File: config.mk
export PLATFORM = sky130hd
export DESIGN_NAME = mc_controller_flat
export DESIGN_NICKNAME = d
export VERILOG_FILES = /design/src/rtl/mc_controller_if.sv /design/src/rtl/mc_controller.sv /design/src/flat_wrapper.sv
export SDC_FILE = /design/constraint.sdc
export NUM_CORES = 1
export LEC_CHECK = 0
export CORE_MARGIN = 3
export CORE_UTILIZATION = 40
export DETAILED_ROUTE_END_ITERATION = 12
export PLACE_DENSITY = 0.8
export SLEW_MARGIN = 20
export SYNTH_ARGS = -nofsm -noshare
export SYNTH_HDL_FRONTEND = slang
export SYNTH_SLANG_ARGS = --single-unit
File: constraint.sdc
create_clock -name clk -period 2.6 [get_ports clk]
set_input_delay 0.26 -clock clk [delete_from_list [all_inputs] [get_ports clk]]
set_output_delay 0.26 -clock clk [all_outputs]
set_load 0.02 [all_outputs]
File: src/rtl/mc_controller_if.sv
// Control bundle between the multicycle main FSM and the MIPS datapath.
// The controller takes the master view; the datapath side takes the slave view.
interface mc_controller_if;
    logic [5:0] op;
    logic       zero;
    logic       memReady;

    logic       memWrite;
    logic       irWrite;
    logic       iorD;
    logic       aluSrcA;
    logic [1:0] aluSrcB;
    logic [1:0] aluOp;
    logic [1:0] pcSrc;
    logic       regDst;
    logic       memToReg;
    logic       regWrite;
    logic       pcWrite;
    logic       branch;
    logic       pcEn;
    logic       illegal;
    logic [3:0] state;

    modport master (
        input  op, zero, memReady,
        output memWrite, irWrite, iorD, aluSrcA, aluSrcB, aluOp, pcSrc,
               regDst, memToReg, regWrite, pcWrite, branch, pcEn, illegal, state
    );

    modport slave (
        output op, zero, memReady,
        input  memWrite, irWrite, iorD, aluSrcA, aluSrcB, aluOp, pcSrc,
               regDst, memToReg, regWrite, pcWrite, branch, pcEn, illegal, state
    );
endinterface

File: src/rtl/mc_controller.sv
// Multicycle MIPS main control FSM: sequences fetch/decode/execute/memory/writeback
// over a shared ALU and unified memory port, stalling on memReady.
module mc_controller (
    input  logic                clk,
    input  logic                rst_n,
    mc_controller_if.master     bus
);

    typedef enum logic [3:0] {
        FETCH    = 4'd0,
        DECODE   = 4'd1,
        MEMADR   = 4'd2,
        MEMREAD  = 4'd3,
        MEMWB    = 4'd4,
        MEMWRITE = 4'd5,
        EXECUTE  = 4'd6,
        ALUWB    = 4'd7,
        BRANCH   = 4'd8,
        ADDIEXEC = 4'd9,
        ADDIWB   = 4'd10,
        JUMP     = 4'd11
    } state_t;

    localparam logic [5:0] OP_RTYPE = 6'b000000;
    localparam logic [5:0] OP_LW    = 6'b100011;
    localparam logic [5:0] OP_SW    = 6'b101011;
    localparam logic [5:0] OP_BEQ   = 6'b000100;
    localparam logic [5:0] OP_ADDI  = 6'b001000;
    localparam logic [5:0] OP_J     = 6'b000010;

    state_t     state_q;
    state_t     state_d;

    logic       mem_write;
    logic       ir_write;
    logic       reg_write;
    logic       pc_write;
    logic       branch_q;
    logic       illegal_op;

    always_ff @(posedge clk) begin
        if (!rst_n) begin
            state_q <= FETCH;
        end else begin
            state_q <= state_d;
        end
    end

    always_comb begin
        state_d      = FETCH;
        mem_write    = 1'b0;
        ir_write     = 1'b0;
        reg_write    = 1'b0;
        pc_write     = 1'b0;
        branch_q     = 1'b0;
        illegal_op   = 1'b0;
        bus.iorD     = 1'b0;
        bus.aluSrcA  = 1'b0;
        bus.aluSrcB  = 2'b00;
        bus.aluOp    = 2'b00;
        bus.pcSrc    = 2'b00;
        bus.regDst   = 1'b0;
        bus.memToReg = 1'b0;

        case (state_q)
            FETCH: begin
                bus.aluSrcB = 2'b01;
                // IR load and PC+4 happen only on the cycle memory delivers the word
                ir_write    = bus.memReady;
                pc_write    = bus.memReady;
                state_d     = bus.memReady ? DECODE : FETCH;
            end
            DECODE: begin
                bus.aluSrcB = 2'b11;
                case (bus.op)
                    OP_LW, OP_SW: state_d = MEMADR;
                    OP_RTYPE:     state_d = EXECUTE;
                    OP_BEQ:       state_d = BRANCH;
                    OP_ADDI:      state_d = ADDIEXEC;
                    OP_J:         state_d = JUMP;
                    default: begin
                        illegal_op = 1'b1;
                        state_d    = FETCH;
                    end
                endcase
            end
            MEMADR: begin
                bus.aluSrcA = 1'b1;
                bus.aluSrcB = 2'b10;
                if (bus.op == OP_LW) begin
                    state_d = MEMREAD;
                end else if (bus.op == OP_SW) begin
                    state_d = MEMWRITE;
                end else begin
                    state_d = FETCH;
                end
            end
            MEMREAD: begin
                bus.iorD = 1'b1;
                state_d  = bus.memReady ? MEMWB : MEMREAD;
            end
            MEMWB: begin
                bus.memToReg = 1'b1;
                reg_write    = 1'b1;
            end
            MEMWRITE: begin
                bus.iorD  = 1'b1;
                mem_write = 1'b1;
                state_d   = bus.memReady ? FETCH : MEMWRITE;
            end
            EXECUTE: begin
                bus.aluSrcA = 1'b1;
                bus.aluOp   = 2'b10;
                state_d     = ALUWB;
            end
            ALUWB: begin
                bus.regDst = 1'b1;
                reg_write  = 1'b1;
            end
            BRANCH: begin
                bus.aluSrcA = 1'b1;
                bus.aluOp   = 2'b01;
                bus.pcSrc   = 2'b01;
                branch_q    = 1'b1;
            end
            ADDIEXEC: begin
                bus.aluSrcA = 1'b1;
                bus.aluSrcB = 2'b10;
                state_d     = ADDIWB;
            end
            ADDIWB: begin
                reg_write = 1'b1;
            end
            JUMP: begin
                bus.pcSrc = 2'b10;
                pc_write  = 1'b1;
            end
            default: begin
                state_d = FETCH;
            end
        endcase
    end

    // Strobes are gated by reset so a held reset never writes state anywhere
    assign bus.memWrite = rst_n & mem_write;
    assign bus.irWrite  = rst_n & ir_write;
    assign bus.regWrite = rst_n & reg_write;
    assign bus.pcWrite  = rst_n & pc_write;
    assign bus.branch   = rst_n & branch_q;
    assign bus.illegal  = rst_n & illegal_op;
    assign bus.pcEn     = rst_n & (pc_write | (branch_q & bus.zero));
    assign bus.state    = state_q;

endmodule

File: src/flat_wrapper.sv
// flat-port wrapper written by rule: the top's interface ports become plain ports
module mc_controller_flat 
  (clk, rst_n, bus_op, bus_zero, bus_memReady, bus_memWrite, bus_irWrite, bus_iorD, bus_aluSrcA, bus_aluSrcB, bus_aluOp, bus_pcSrc, bus_regDst, bus_memToReg, bus_regWrite, bus_pcWrite, bus_branch, bus_pcEn, bus_illegal, bus_state);
  mc_controller_if bus_i ();
  input  logic clk;
  input  logic rst_n;
  input wire logic [$bits(bus_i.op)-1:0] bus_op;
  input wire logic [$bits(bus_i.zero)-1:0] bus_zero;
  input wire logic [$bits(bus_i.memReady)-1:0] bus_memReady;
  output wire logic [$bits(bus_i.memWrite)-1:0] bus_memWrite;
  output wire logic [$bits(bus_i.irWrite)-1:0] bus_irWrite;
  output wire logic [$bits(bus_i.iorD)-1:0] bus_iorD;
  output wire logic [$bits(bus_i.aluSrcA)-1:0] bus_aluSrcA;
  output wire logic [$bits(bus_i.aluSrcB)-1:0] bus_aluSrcB;
  output wire logic [$bits(bus_i.aluOp)-1:0] bus_aluOp;
  output wire logic [$bits(bus_i.pcSrc)-1:0] bus_pcSrc;
  output wire logic [$bits(bus_i.regDst)-1:0] bus_regDst;
  output wire logic [$bits(bus_i.memToReg)-1:0] bus_memToReg;
  output wire logic [$bits(bus_i.regWrite)-1:0] bus_regWrite;
  output wire logic [$bits(bus_i.pcWrite)-1:0] bus_pcWrite;
  output wire logic [$bits(bus_i.branch)-1:0] bus_branch;
  output wire logic [$bits(bus_i.pcEn)-1:0] bus_pcEn;
  output wire logic [$bits(bus_i.illegal)-1:0] bus_illegal;
  output wire logic [$bits(bus_i.state)-1:0] bus_state;
  assign bus_i.op = bus_op;
  assign bus_i.zero = bus_zero;
  assign bus_i.memReady = bus_memReady;
  assign bus_memWrite = bus_i.memWrite;
  assign bus_irWrite = bus_i.irWrite;
  assign bus_iorD = bus_i.iorD;
  assign bus_aluSrcA = bus_i.aluSrcA;
  assign bus_aluSrcB = bus_i.aluSrcB;
  assign bus_aluOp = bus_i.aluOp;
  assign bus_pcSrc = bus_i.pcSrc;
  assign bus_regDst = bus_i.regDst;
  assign bus_memToReg = bus_i.memToReg;
  assign bus_regWrite = bus_i.regWrite;
  assign bus_pcWrite = bus_i.pcWrite;
  assign bus_branch = bus_i.branch;
  assign bus_pcEn = bus_i.pcEn;
  assign bus_illegal = bus_i.illegal;
  assign bus_state = bus_i.state;
  mc_controller u_core (.clk(clk), .rst_n(rst_n), .bus(bus_i));
endmodule
## After elaboration in Yosys (flattened, before gate mapping)

Cells that the tools add are included.

- Bits in registers: 4
- Bits in latches: 0
- RAM bits: 0
- ROM bits: 0
- Input port bits: 10
- Output and inout bits: 21
- Memories: 0

- Add/subtract/negate cells: 0
- Multiply operators: 0
- Div/mod/pow operators: 0
- $lt $le $gt $ge: 0
- Eq/ne operators: 16
- Shift-type cells: 0
- Multiplexer cells: 21
- Bitwise operators: 9
- Reductions and logical operators: 8

Operators by type and width:

| operator | number |
|---|---|
| case mux 4 bit (7 select lines) | 1 |
| case mux 4 bit (5 select lines) | 1 |
| equality test 4 x 3 -> 1 bit (second input constant) | 4 |
| equality test 4 bit (second input constant) | 4 |
| equality test 6 bit (second input constant) | 2 |
| two-way mux 1 bit | 11 |
| two-way mux 3 bit | 3 |
| bitwise AND 1 bit | 8 |
| equality test 4 x 2 -> 1 bit (second input constant) | 2 |
| case mux 2 bit (2 select lines) | 2 |
| equality test 6 x 2 -> 1 bit (second input constant) | 1 |
| equality test 6 x 3 -> 1 bit (second input constant) | 1 |
| equality test 6 x 4 -> 1 bit (second input constant) | 1 |
| zero test 6 bit | 1 |
| case mux 2 bit (3 select lines) | 1 |
| OR reduction 2 bit | 3 |
| OR reduction 6 bit | 1 |
| equality test 4 x 1 -> 1 bit (second input constant) | 1 |
| zero test 4 bit | 1 |
| two-way mux 4 bit | 1 |
| OR reduction 4 bit | 1 |
| OR reduction 3 bit | 1 |
| case mux 1 bit (2 select lines) | 1 |
| bitwise OR 1 bit | 1 |

## Logic depth before layout (Yosys ltp)

- Depth after elaboration: 5
- Depth in mapped cells: 5

## Least setup slack after synthesis

No wires, ideal clock.

- Kind: reg-to-output
- From: register u_core.state_q[0] (netlist: u_core.bus.state[0])
- To: output bus_pcEn
- Arrival time: 1,813 ps
- Required time: 2,340 ps
- Setup slack: 527 ps
- Cell stages (with the launch flop): 6
- Path through: dfxtp_1 clkbuf_1 nor4b_1 a31oi_1 nor3b_1 a21o_1

- Cells in the longest elaborated chain, start to end: 5

RTL lines:

| item | line | RTL |
|---|---|---|
| start, declared | mc_controller.sv:31 | `state_t state_q;` |
| start signal, assigned | mc_controller.sv:45 | `state_q <= state_d;` |
| equality test 4 bit | mc_controller.sv:65 | `case (state_q)` |
| two-way mux 1 bit | mc_controller.sv:65 |  |
| bitwise AND 1 bit | mc_controller.sv:151 | `assign bus.pcEn = rst_n & (pc_write \| (branch_q & bus.zero));` |
| bitwise OR 1 bit * | mc_controller.sv:151 |  |
| bitwise AND 1 bit * | mc_controller.sv:151 |  |
| end, declared | flat_wrapper.sv:22 | `output wire logic [$bits(bus_i.pcEn)-1:0] bus_pcEn;` |

Mark *: on every way between the ends. The rest lies on a longest branch, timed or not.

## Worst setup path in the final report

- From: input bus_memReady
- To: output bus_pcEn

- Cells in the longest elaborated chain, start to end: 3

RTL lines:

| item | line | RTL |
|---|---|---|
| start, declared | flat_wrapper.sv:9 | `input wire logic [$bits(bus_i.memReady)-1:0] bus_memReady;` |
| case mux 1 bit (2 select lines) | mc_controller.sv:65 |  |
| bitwise OR 1 bit | mc_controller.sv:151 |  |
| bitwise AND 1 bit | mc_controller.sv:151 |  |

Every way passes these cells.

==> flow_summary.yaml <==
floorplanning:
  io_pins: 31
  std_cell_rows: 12
  die_area_mm2: 0.001876
  start_util: 0.4635
  fp.dieH_um: 43.31
  die_w_um: 43.31
  core_area_mm2: 0.001201
power_and_ir_drop:
  switchingPower_uw: 62.36
  p_seq_frac: 0.307
  pwr-share-clk: 0.368
  p_leak_nw: 0.3023
  p_sw_frac: 0.2917
  vdd_drop_max_mv: 0.3659
  comb_power_share: 0.325
  intPower_uw: 151.4
  power.density_mw_per_mm2: 239.3
worst_setup_path:
  r2r-start: "u_core.bus.state[0]"
  cp-start-kind: "input port"
  critPathKind: "in -> out"
  critPathMostFrequentCell: "clkdlybuf4s50_1"
  cp.required_ps: 2340
  cpPeakStageDelay_ps: 600
  worstPathCellList: "clkdlybuf4s50_1 > nor4b_1 > a31oi_1 > nor3b_1 > a21o_1 > clkdlybuf4s50_1"
  arrival_ps: 2160
  worst-r2r-setup-slack_ps: 850
  slowest_stage: "clkdlybuf4s50_1"
  endpoint_kind: "primary output"
  worst-path-max-fanout: 7
  reg2reg_depth: 5
  r2r-end: "u_core.bus.state[0]"
global_routing:
  grt_use_total: 0.1885
  grt_max_degree: 13
  grt_pass1_vias: 629
  grt_antenna_before_repair: 0
  grt-ovfl-total: 0
  grt_pass1_wl_um: 2663
sta:
  rsz0062_at_grt: "no"
  fin_crit_sh: 0.9307
  fmax_mhz: 413.2
  period_needed_ps: 2420
  worst_pin_slew_ps: 385.1
  layout_setup_ws_ps: 180.1
  final-hold-violation-count: 0
  skew_ps: 4.053
  tns_ps: 0
  slew_headroom: 0.7406
  slew_violations: 0
  setup_viol: 0
yosys:
  syn_nets: 91
  ys_top_cells_by_area: "dfxtp_1 14%, a21oi_1 7.2%, nor3_1 6.3%, nor2_1 5.4%, nand2b_1 4.5%"
  yosysWarningCount: 0
  synth_flop_cell: "dfxtp_1"
  yosysTopAreaCell: "dfxtp_1"
  synth_seq_area_share: 0.1438
  synth_seq_cells: 4
  netlist_instances: 81
  synth_area_um2: 556.8
  avgSynthCellArea_um2: 6.874
  async_flop_share: 0
  synth_edf_count: 0
  synthDominantCellAreaShare: 0.1438
  synth_cell_types: 36
detailed_routing:
  remaining_drc_errors: 0
  drt_iter0_markers: 16
  wirelength_um: 1649
  ant_nets: 0
  dr.pass1.iters: 4
  dr_total_vias: 739
  routed_via_density: 5.865
  wl_per_cell_um: 13.09
finish:
  fin_nets: 124
  drive_above_1_share: 0.08036
  antenna_cells: 0
  largest_reg_flops: 4
  nFillCells: 107
  area_growth_pct: 60.45
placed_design:
  gp_congestion: 0.8379
  dp_hpwl_um: 1280
  dpl_worst_slack_ps: 202.2
  io_buffers: 30
clock_tree:
  clock_latency_ps: 240
  cts.hold.buffers_added: 0
  clk_pin_slew_worst_paths_ps: 30
  cts_tree: "yes"
  post_cts.repair.setup_buffers: 0
  cts-buffers-inserted: 3
  cts_resized: 0
  h-tree-depth: 1
  clock_sinks: 4
  cts_root_buf: "clkbuf_4"
  ctsLongestPathBuffers: 2
hold_path:
  min-delay-start: "rst_n"
  hold_end: "u_core.bus.state[3]"
  min_delay_path_depth: 3
  min_path_type: "in -> reg"
job:
  cap_violations: 0
status:
  status: "completed"
[cell type report]
type,count,area (µm²),area share
clock buffers,3,22.52,0.02521
multi-input cells,71,442.9,0.4958
flip-flops and latches,4,80.08,0.08964
well taps,14,17.52,0.01961
repair buffers,34,330.3,0.3697
[cells in the final DEF (no fill, tap or decap), drive strengths merged]
master         instances
clkdlybuf4s50         30
a21oi                  9
nor2                   8
nor3                   7
nand2b                 4
nor2b                  4
buf                    4
dfxtp                  4
nor3b                  3
nand2                  3
nor4                   3
o21ai                  3
clkbuf                 3
xnor2                  2
or2b                   2
and4                   2
and3                   2
nand3                  2
or2                    1
mux2i                  1
nor4b                  1
a31oi                  1
or3                    1
a21o                   1
a32oi                  1
nand3b                 1
a21boi                 1
o21bai                 1
or3b                   1
and4b                  1
o211ai                 1
or4bb                  1
a221oi                 1
a211o                  1
a211oi                 1
[worst max-delay path by stage]
| stage | from | to | slack (ps) | cells after the start |
|---|---|---|---|---|
| 5_1_grt | bus_memReady | bus_pcEn | 40 | 6 |
| 4_1_cts | bus_memReady | bus_pcEn | 180 | 6 |
| 2_1_floorplan | u_core.bus.state[0] | bus_pcEn | 530 | 5 |
| 6_report | bus_memReady | bus_pcEn | 180 | 6 |
| 3_5_place_dp | bus_memReady | bus_pcEn | 200 | 6 |
| 3_3_place_gp | bus_op[0] | bus_illegal | 260 | 5 |
[synth_stat cells (2+ instances only)]
cell type	n
and3_1	2
or2b_1	2
nor4_1	3
o21ai_0	3
dfxtp_1	4
nor3_1	7
a21oi_1	8
nand2_1	3
nor2b_1	4
clkbuf_1	4
xnor2_1	2
nand3_1	2
and4_1	2
nand2b_1	4
nor2_1	8
nor3b_1	3
[worst max-delay path: cells and delay by family]
kind                   cells  cell delay [ps]
buffers and inverters      2             1180
AO/OA/AOI/OAI              2              190
AND/OR/NAND/NOR            2              530
[per-stage QoR]
step | power [mW] | util | hold WS, ps | instances | cell area (µm²)
CTS | 0.2167 | 0.7438 | 770.9 | 126 | 893.4
floorplan | 0.09909 | - | 409.0 | 81 | 556.8
global placement | 0.1353 | 0.7250 | 748.4 | 123 | 870.8
detailed placement | 0.1360 | 0.7250 | 766.7 | 123 | 870.8
global route | 0.2278 | 0.7438 | 804.4 | 126 | 893.4
finish | 0.2138 | 0.7438 | 761.0 | 126 | 893.4
[power groups by stage]
| stage | sequential [mW] | combinational, mW | clock (mW) |
|---|---|---|---|
| 6_report | 0.0657 | 0.0695 | 0.0786 |
| 5_1_grt | 0.0658 | 0.0743 | 0.0877 |
| 4_1_cts | 0.0656 | 0.0697 | 0.0814 |
| 3_5_place_dp | 0.0667 | 0.0693 | 0 |
| 3_3_place_gp | 0.0668 | 0.0685 | 0 |
| 2_1_floorplan | 0.0670 | 0.0321 | 0 |
[logic make-up (layout without fill, tap and decap cells)]
kind of cell,count (synthesis),after routing,synth area share
DFF,4,4,0.1438
buffers and inverters,6,37,0.06067
and+or+nand+nor,47,47,0.5056
AOI/OAI and AO/OA,21,21,0.2405
xor gates and xnor gates,2,2,0.03147
muxes,1,1,0.01798
[per-layer routing]
layer,track usage,up-vias,wire length [µm]
met5,0,-,0
met4,0.08434,0,27
met3,0.06780,4,166
met2,0.2979,37,763
met1,0.2264,329,692
li1,-,369,-
Note: power is estimated with default switching activity, not from simulation.
